File: src/rtl/span_margin_engine.sv
// rtl/span_margin_engine.sv - register-mapped SPAN initial-margin engine (scan risk, intermonth spread, margin)
// Legs are accumulated one per cycle, then scenarios scanned one per cycle, then results saturated into RO registers.
module span_margin_engine #(
    parameter int N_CONTRACTS = 8,
    parameter int N_SCEN      = 16,
    parameter int DATA_W      = 16,
    parameter int ADDR_W      = 6
) (
    input  logic              clk,
    input  logic              reset_n,
    input  logic              chipselect,
    input  logic              write,
    input  logic              read,
    input  logic [ADDR_W-1:0] offset,
    input  logic [DATA_W-1:0] writeData,
    output logic [DATA_W-1:0] readData,
    output logic              irq
);
    localparam int AW = DATA_W + $clog2(N_CONTRACTS) + 1;
    localparam int PW = (N_CONTRACTS > 1) ? $clog2(N_CONTRACTS) : 1;
    localparam int SW = (N_SCEN > 1) ? $clog2(N_SCEN) : 1;
    localparam int CW = 5;
    localparam int LW = AW + 8 + DATA_W + 2;
    localparam int XW = AW + DATA_W;
    localparam logic [CW-1:0] ACC_LAST  = CW'(N_CONTRACTS - 1);
    localparam logic [CW-1:0] SCAN_LAST = CW'(N_SCEN - 1);

    typedef enum logic [2:0] {IDLE, ACCUM, SCAN, SUM, DONE} state_e;
    state_e state_q, state_d;

    logic [DATA_W-1:0]        psr_q, spread_rate_q, margin_q, scan_risk_q, spread_chg_q, readData_q;
    logic signed [DATA_W-1:0] pos_q [N_CONTRACTS];
    logic signed [7:0]        move_q [N_SCEN];
    logic signed [AW-1:0]     net_q, long_q, short_q;
    logic signed [LW-1:0]     worst_q;
    logic [CW-1:0]            cnt_q;
    logic                     done_q, err_q;
    logic                     busy;

    logic                     bus_wr, bus_rd, pos_hit, move_hit, cfg_wr, start_ok;
    logic [PW-1:0]            pos_sel;
    logic [SW-1:0]            move_sel;
    logic [DATA_W-1:0]        rd_mux;

    assign bus_wr   = chipselect && write;
    assign bus_rd   = chipselect && read && !write;
    assign pos_sel  = offset[PW-1:0];
    assign move_sel = offset[SW-1:0];
    assign pos_hit  = (offset[ADDR_W-1:4] == (ADDR_W-4)'(1)) && ({1'b0, offset[3:0]} < 5'(N_CONTRACTS));
    assign move_hit = (offset[ADDR_W-1:4] == (ADDR_W-4)'(2)) && ({1'b0, offset[3:0]} < 5'(N_SCEN));
    assign cfg_wr   = bus_wr && (offset == ADDR_W'(1) || offset == ADDR_W'(2) || pos_hit || move_hit);
    // A start arriving in the DONE cycle is taken on the DONE -> ACCUM transition
    assign start_ok = bus_wr && (offset == '0) && writeData[0] && (state_q == IDLE || state_q == DONE);

    always_comb begin
        state_d = state_q;
        case (state_q)
            IDLE, DONE: state_d = start_ok ? ACCUM : IDLE;
            ACCUM:      if (cnt_q == ACC_LAST) state_d = SCAN;
            SCAN:       if (cnt_q == SCAN_LAST) state_d = SUM;
            SUM:        state_d = DONE;
            default:    state_d = IDLE;
        endcase
    end

    always_comb begin
        busy = (state_q == ACCUM) || (state_q == SCAN) || (state_q == SUM);
        irq  = (state_q == DONE);
    end

    logic signed [AW-1:0] leg_x, net_d, long_d, short_d;
    logic signed [LW-1:0] net_x, move_x, psr_x, prod, loss;
    logic [AW-1:0]        min_u;
    logic [XW-1:0]        spread_x;
    logic [DATA_W:0]      margin_sum;
    logic [DATA_W-1:0]    scan_risk_d, spread_chg_d, margin_d;

    always_comb begin
        leg_x   = pos_q[cnt_q[PW-1:0]];
        net_d   = net_q + leg_x;
        long_d  = (leg_x > 0) ? long_q + leg_x : long_q;
        short_d = (leg_x < 0) ? short_q - leg_x : short_q;

        net_x  = net_q;
        move_x = move_q[cnt_q[SW-1:0]];
        psr_x  = $signed(LW'(psr_q));
        prod   = net_x * move_x * psr_x;
        loss   = (-prod) >>> 3;

        scan_risk_d  = (|worst_q[LW-1:DATA_W]) ? '1 : worst_q[DATA_W-1:0];
        min_u        = (long_q < short_q) ? long_q : short_q;
        spread_x     = XW'(min_u) * XW'(spread_rate_q);
        spread_chg_d = (|spread_x[XW-1:DATA_W]) ? '1 : spread_x[DATA_W-1:0];
        margin_sum   = {1'b0, scan_risk_d} + {1'b0, spread_chg_d};
        margin_d     = margin_sum[DATA_W] ? '1 : margin_sum[DATA_W-1:0];
    end

    always_comb begin
        rd_mux = '0;
        case (offset)
            ADDR_W'(0): rd_mux = DATA_W'({err_q, done_q, busy});
            ADDR_W'(1): rd_mux = psr_q;
            ADDR_W'(2): rd_mux = spread_rate_q;
            ADDR_W'(3): rd_mux = margin_q;
            ADDR_W'(4): rd_mux = scan_risk_q;
            ADDR_W'(5): rd_mux = spread_chg_q;
            default: begin
                if (pos_hit)
                    rd_mux = pos_q[pos_sel];
                else if (move_hit)
                    rd_mux = {{(DATA_W-8){move_q[move_sel][7]}}, move_q[move_sel]};
            end
        endcase
    end

    always_ff @(posedge clk or negedge reset_n) begin
        if (!reset_n) begin
            state_q       <= IDLE;
            psr_q         <= '0;
            spread_rate_q <= '0;
            margin_q      <= '0;
            scan_risk_q   <= '0;
            spread_chg_q  <= '0;
            readData_q    <= '0;
            net_q         <= '0;
            long_q        <= '0;
            short_q       <= '0;
            worst_q       <= '0;
            cnt_q         <= '0;
            done_q        <= 1'b0;
            err_q         <= 1'b0;
            for (int i = 0; i < N_CONTRACTS; i++) pos_q[i] <= '0;
            for (int s = 0; s < N_SCEN; s++) move_q[s] <= '0;
        end else begin
            state_q <= state_d;
            if (bus_rd) readData_q <= rd_mux;

            if (start_ok) begin
                done_q  <= 1'b0;
                err_q   <= 1'b0;
                net_q   <= '0;
                long_q  <= '0;
                short_q <= '0;
                worst_q <= '0;
                cnt_q   <= '0;
            end

            // Parameter writes during a pass would corrupt it, so they are dropped and flagged
            if (cfg_wr && busy) begin
                err_q <= 1'b1;
            end else if (bus_wr) begin
                if (offset == ADDR_W'(1)) psr_q <= writeData;
                if (offset == ADDR_W'(2)) spread_rate_q <= writeData;
                if (pos_hit) pos_q[pos_sel] <= writeData;
                if (move_hit) move_q[move_sel] <= writeData[7:0];
            end

            case (state_q)
                ACCUM: begin
                    net_q   <= net_d;
                    long_q  <= long_d;
                    short_q <= short_d;
                    cnt_q   <= (cnt_q == ACC_LAST) ? '0 : cnt_q + 1'b1;
                end
                SCAN: begin
                    if (loss > worst_q) worst_q <= loss;
                    cnt_q <= (cnt_q == SCAN_LAST) ? '0 : cnt_q + 1'b1;
                end
                SUM: begin
                    scan_risk_q  <= scan_risk_d;
                    spread_chg_q <= spread_chg_d;
                    margin_q     <= margin_d;
                    done_q       <= 1'b1;
                end
                default: ;
            endcase
        end
    end

    assign readData = readData_q;

endmodule
File: config.mk
export PLATFORM = sky130hd
export DESIGN_NAME = span_margin_engine
export DESIGN_NICKNAME = d
export VERILOG_FILES = /design/src/rtl/span_margin_engine.sv
export SDC_FILE = /design/constraint.sdc
export NUM_CORES = 2
export LEC_CHECK = 0
export CORE_ASPECT_RATIO = 1.75
export CORE_MARGIN = 3
export CORE_UTILIZATION = 45
export CTS_BUF_LIST = sky130_fd_sc_hd__clkbuf_16
export DETAILED_ROUTE_END_ITERATION = 6
export GPL_ROUTABILITY_DRIVEN = 0
export SKIP_LAST_GASP = 1
export SLEW_MARGIN = 20
export SYNTH_ARGS = -nofsm -noshare
export SYNTH_HDL_FRONTEND = slang
export SYNTH_SLANG_ARGS = --single-unit
File: constraint.sdc
create_clock -name clk -period 37.4 [get_ports clk]
set_input_delay 3.74 -clock clk [delete_from_list [all_inputs] [get_ports clk]]
set_output_delay 3.74 -clock clk [all_outputs]
set_load 0.05 [all_outputs]
---- Word-level counts from Yosys, hierarchy flattened ----
Cells that the tools add are included.
word-level totals
  flip-flop bits (word level) ............. 468
  bits in latches ......................... 0
  memory bits (writable) .................. 0
  bits in read-only memories .............. 0
  output and inout bits ................... 17
  memories ................................ 0
cells by class
  add/subtract/negate cells ............... 6
  $mul .................................... 3
  divide/modulo/power cells ............... 0
  order comparisons ....................... 11
  eq/ne operators ......................... 17
  shift-type cells ........................ 0
  muxes and demuxes ....................... 45
  bitwise gates (word level) .............. 5
  reduce and logical (&&, ||, !) cells .... 34
operators with widths
  kind                   number
  $bwmux W128            2
  $mux W16               10
  $mux W20               7
  $mux W46               3
  $bmux W16 S3           2
  $pmux W16 S6           1
  $bmux W8 S4            2
  $demux W16 S3          1
  $gt A43 B46 Y1         1
  $neg A45 Y46           1
  $mul A28 B17 Y45       1
  $add A20 B16 Y20       2
  $mux W8                5
  $mul A20 B16 Y36       1
  $demux W8 S4           1
  $reduce_or A30 Y1      1
  $mul A20 B8 Y28        1
  $lt A20 B20 Y1         1
  $reduce_or A20 Y1      1
  $sub A20 B16 Y20       1
  $add A16 B16 Y17       1
  $gt A16 B1 Y1 const B  1
  $lt A16 B1 Y1 const B  1
  $mux W5                3
  34 further kinds       70

---- Depth between registers and ports, before layout ----
  depth after elaboration ................. 10
  gate-level depth with buffers ........... 66

---- Worst setup path before layout ----
OpenSTA, ideal clock, no wires.
  path type ............................... register -> register
  start point ............................. register cnt_q[0]
  end point ............................... register worst_q[11]
  library setup time ...................... 0.125 ns
  arrival ................................. 15.431 ns
  required time ........................... 37.275 ns
  path slack .............................. 21.844 ns
  stages on the path, launching flop included .. 61
  buffers on the path ..................... 9
  clock period less this slack ............ 15.556 ns
  cell sequence ........................... dfrtp_1 -> buf_2 -> buf_2 -> buf_2 -> buf_2 -> buf_1 -> mux4_2 -> mux4_2 -> clkbuf_1 -> and2_1 -> fa_1 -> inv_1 -> fa_1 -> inv_1 -> fa_1 -> inv_1 -> fa_1 -> inv_1 -> (+25 left out) -> a21o_1 -> a21o_1 -> a21oi_1 -> nor2_1 -> a2111oi_0 -> o21a_1 -> o21ai_0 -> xnor2_1 -> inv_1 -> ha_1 -> nand4_1 -> nor2_1 -> nand2_1 -> or4_1 -> o21ai_0 -> a21o_1 -> clkbuf_1 -> mux2_2
between the ends
  word-level cells in the longest chain between the ends .. 10
ends and longest elaborated chain
  what                                           RTL line  RTL
  start, declared                                36        logic [CW-1:0] cnt_q;
  start signal, assigned                         163       cnt_q <= (cnt_q == ACC_LAST) ? '0 : cnt_q + 1'b1;
  start signal, assigned                         167       cnt_q <= (cnt_q == SCAN_LAST) ? '0 : cnt_q + 1'b1;
  $not A4 Y5 (not written as such) *             85        move_x = move_q[cnt_q[SW-1:0]];
  $bmux W8 S4 *                                  85
  $mux W8 (not written as such) * (2 in series)  85
  $mul A20 B8 Y28 *                              87        prod = net_x * move_x * psr_x;
  $mul A28 B17 Y45 *                             87
  $neg A45 Y46 *                                 88        loss = (-prod) >>> 3;
  $gt A43 B46 Y1                                 166       if (loss > worst_q) worst_q <= loss;
  $mux W46 *                                     166
  $mux W46 *                                     158       case (state_q)
  end signal, assigned                           166
  end, declared                                  35        logic signed [LW-1:0] worst_q;
Mark *: on every way between the ends. The rest lies on a longest branch, timed or not. The select of a mux whose other input is x is not followed.
A chain may end at the register's enable or synchronous reset.

---- Worst setup path in the final report ----
  start point ............................. register cnt_q[0]
  end point ............................... register worst_q[37]
The elaborated chain is that of the path after synthesis.

==> flow_summary.toml <==
[timing]
slew_viol_final = 0
worst_pin_slew_ps = 1200
fin_skew_ps = 38.0
finalSetupViolCount = 0
finalHoldViolCount = 0
post-route-period-util_pct = 45.3
rsz0062_at_grt = "no"
fin_setup_tns_ps = 0
period_needed_ps = 16960
fmax_mhz = 59.0
maxSlewHeadroom_pct = 19.6

[cells_and_area]
post-route-util_pct = 48.4
area_delta_synth_final_pct = 6.51
final_cell_count_no_fill = 7899
final_cell_mix = "inv_1, fa_1, nand2_1"
finalNetCount = 7352
layout_commonest_cell = "inv_1"
fin_area_mm2 = 0.0647
n_fill_cell = 12500
layout-drive-gt1-share_pct = 11.5

[min_path]
hold_depth = 2
whs_endpoint = "readData[12]"
min_from = "readData[12]"
hold_path.class = "flop to flop"

[worst_setup_path]
crit_type = "flop to flop"
cp.arrival_ps = 17480
r2r_cells = 55
worst-path-stages = 55
path_buf_inv = 12
r2r-start = "cnt_q[0]"
r2r-end = "worst_q[37]"
reg2reg_slack_ps = 20440
worst_ep_required_time_ps = 37920
startpoint_type = "flop"
crit_path_top_delay_cell = "dfrtp_4"
crit_family = "adder cells"
cp-end-kind = "flop"
cpPeakStageDelay_ps = 960
cp_max_fo = 76

[floorplanning]
dieArea_mm2 = 0.140
core_mm2 = 0.134
start_util_pct = 45.5
ios = 44
rows = 177
die_w_um = 284
die_height_um = 492

[route]
dr_wl_met2_um = 97500
wl_per_cell_um = 23.1
wl_met1_um = 62900
drtIter0Drc = 2437
top_layer = "met5"
dr.pass1.iters = 7
dr_total_vias = 44600
met3_length_um = 7320
postRouteAntennaNets = 0
via_per_inst = 5.65
wl_um = 182000
drc = 2

[global_routing]
grt_pass1_vias = 49000
antenna_found_initial = 9
grt_max_degree = 152
track_usage_pct = 26.3
grt_pass1_wl_um = 283000
grt-ovfl-total = 0

[clock_network]
cts_hold_buf = 0
ctsResizeCount = 0
cts_sinks = 468
htree_levels = 2
clock-root-buffer = "clkbuf_16"
cts_buffers = 45
clockBufferDepth = 3
clk_pin_slew_ps = 70
clk_latency_ps = 610
cts_tree = "done"
post-cts-setup-buffer-count = 0

[synthesis]
synth_area_mm2 = 0.0607
synth-edff-count = 0
synthDistinctLibCells = 86
synth-async-reset-ratio_pct = 100
avgSynthCellArea_um2 = 9.83
syn_nets = 7456
yosys_register_bits = 468
syn_inst = 6177
yosysWarnings = 0
synthFlopType = "dfrtp_1"
synth_seq_area_share_pct = 19.3

[placement]
post_dp_cell_area_mm2 = 0.0632
place_inst = 7816
post-dp-hpwl_um = 143000
port_buffers = 43

[outcome]
status = "finished with violations"
violations = "DRC"

[flow_run]
cap_viol_max_count = 0
-- area by class of cell --
class                   count  area (um2)  share of cell area [%]
diodes                      4        10.0                  0.0155
clock buffers              45        1130                    1.74
clock inverters            34         375                   0.580
inverters                1108        4160                    6.43
multi-input cells        4294       43800                    67.7
flip-flops and latches    468       11700                    18.1
well taps                1790        2240                    3.46
repair buffers            156        1270                    1.97
-- state kept, by name, indices dropped and copies added, names as in the netlist --
name	cells
worst_q	46
scan_risk_q	16
long_q	20
spread_rate_q	16
move_q	128
cnt_q	5
readData	16
err_q	1
pos_q	128
short_q	20
margin_q	16
psr_q	16
state_q	3
net_q	20
spread_chg_q	16
done_q	1
-- worst reg2reg max path: cells and delay by family (launching register included) --
| family | cells | cell delay (ps) |
|---|---|---|
| and+or+nand+nor | 8 | 1870 |
| adders and majority gates | 12 | 6140 |
| muxes | 2 | 1310 |
| buffers and inverters | 12 | 1960 |
| AOI/OAI and AO/OA | 17 | 3360 |
| xor gates and xnor gates | 4 | 1330 |
| DFF | 1 | 960 |
-- per-stage QoR --
step | hold slack (ps) | worst slack [ps]
floorplan | 447 | 21840
global placement | 462 | 20580
detailed placement | 470 | 20440
CTS | 487 | 20380
global route | 514 | 19270
finish | 484 | 20440
-- cells by family (layout without fill, tap and decap cells) --
group | after synthesis | after routing | synth area share, %
xor gates and xnor gates | 168 | 168 | 2.42
DFF | 468 | 468 | 19.3
adders and majority gates | 1252 | 1252 | 35.8
muxes | 504 | 504 | 11.8
other | 0 | 4 | 0
and+or+nand+nor | 1617 | 1617 | 13.7
AOI/OAI and AO/OA | 753 | 753 | 8.23
buffers and inverters | 1415 | 1343 | 8.79
-- layer usage --
metal	vias to the layer above	global-route usage, %
met5	-	0
met4	6	17.2
li1	19700	-
met3	564	2.90
met2	1219	49.6
met1	23200	27.4
-- worst max path at each step --
stage	start	endpoint	slack (ps)
floorplan	cnt_q[0]	worst_q[11]	21840
global placement	cnt_q[2]	worst_q[37]	20580
detailed placement	cnt_q[0]	worst_q[37]	20440
CTS	cnt_q[0]	worst_q[37]	20380
global route	cnt_q[0]	worst_q[37]	19270
finish	cnt_q[0]	worst_q[37]	20440
-- cell usage after synthesis, types with 15 or more instances --
| cell type | n | share of area (%) |
|---|---|---|
| o21bai_1 | 30 | 0.37 |
| clkbuf_1 | 259 | 1.6 |
| nand4_1 | 29 | 0.30 |
| inv_1 | 1108 | 6.8 |
| and3_1 | 18 | 0.19 |
| dfrtp_1 | 468 | 19 |
| nor2b_1 | 159 | 1.6 |
| fa_1 | 808 | 27 |
| o21ai_0 | 151 | 1.2 |
| xor2_1 | 53 | 0.76 |
| a21o_1 | 110 | 1.4 |
| mux2_2 | 308 | 5.7 |
| nand2_1 | 529 | 3.3 |
| a21oi_1 | 174 | 1.4 |
| o22a_1 | 16 | 0.23 |
| mux4_2 | 138 | 5.1 |
| nor2_1 | 162 | 1.0 |
| nand2b_1 | 37 | 0.38 |
| nor3_1 | 41 | 0.34 |
| o31ai_1 | 46 | 0.57 |
| a221oi_1 | 15 | 0.22 |
| mux2i_1 | 57 | 0.94 |
| nand3_1 | 65 | 0.54 |
| ha_1 | 444 | 9.1 |
| buf_1 | 33 | 0.20 |
| a31oi_1 | 48 | 0.49 |
| and2_1 | 497 | 5.1 |
| a22oi_1 | 18 | 0.22 |
| xnor2_1 | 115 | 1.7 |
Power is left out: the tool's default activity adds up to more than one toggle a clock period on the data nets, which glitch-free logic cannot reach.
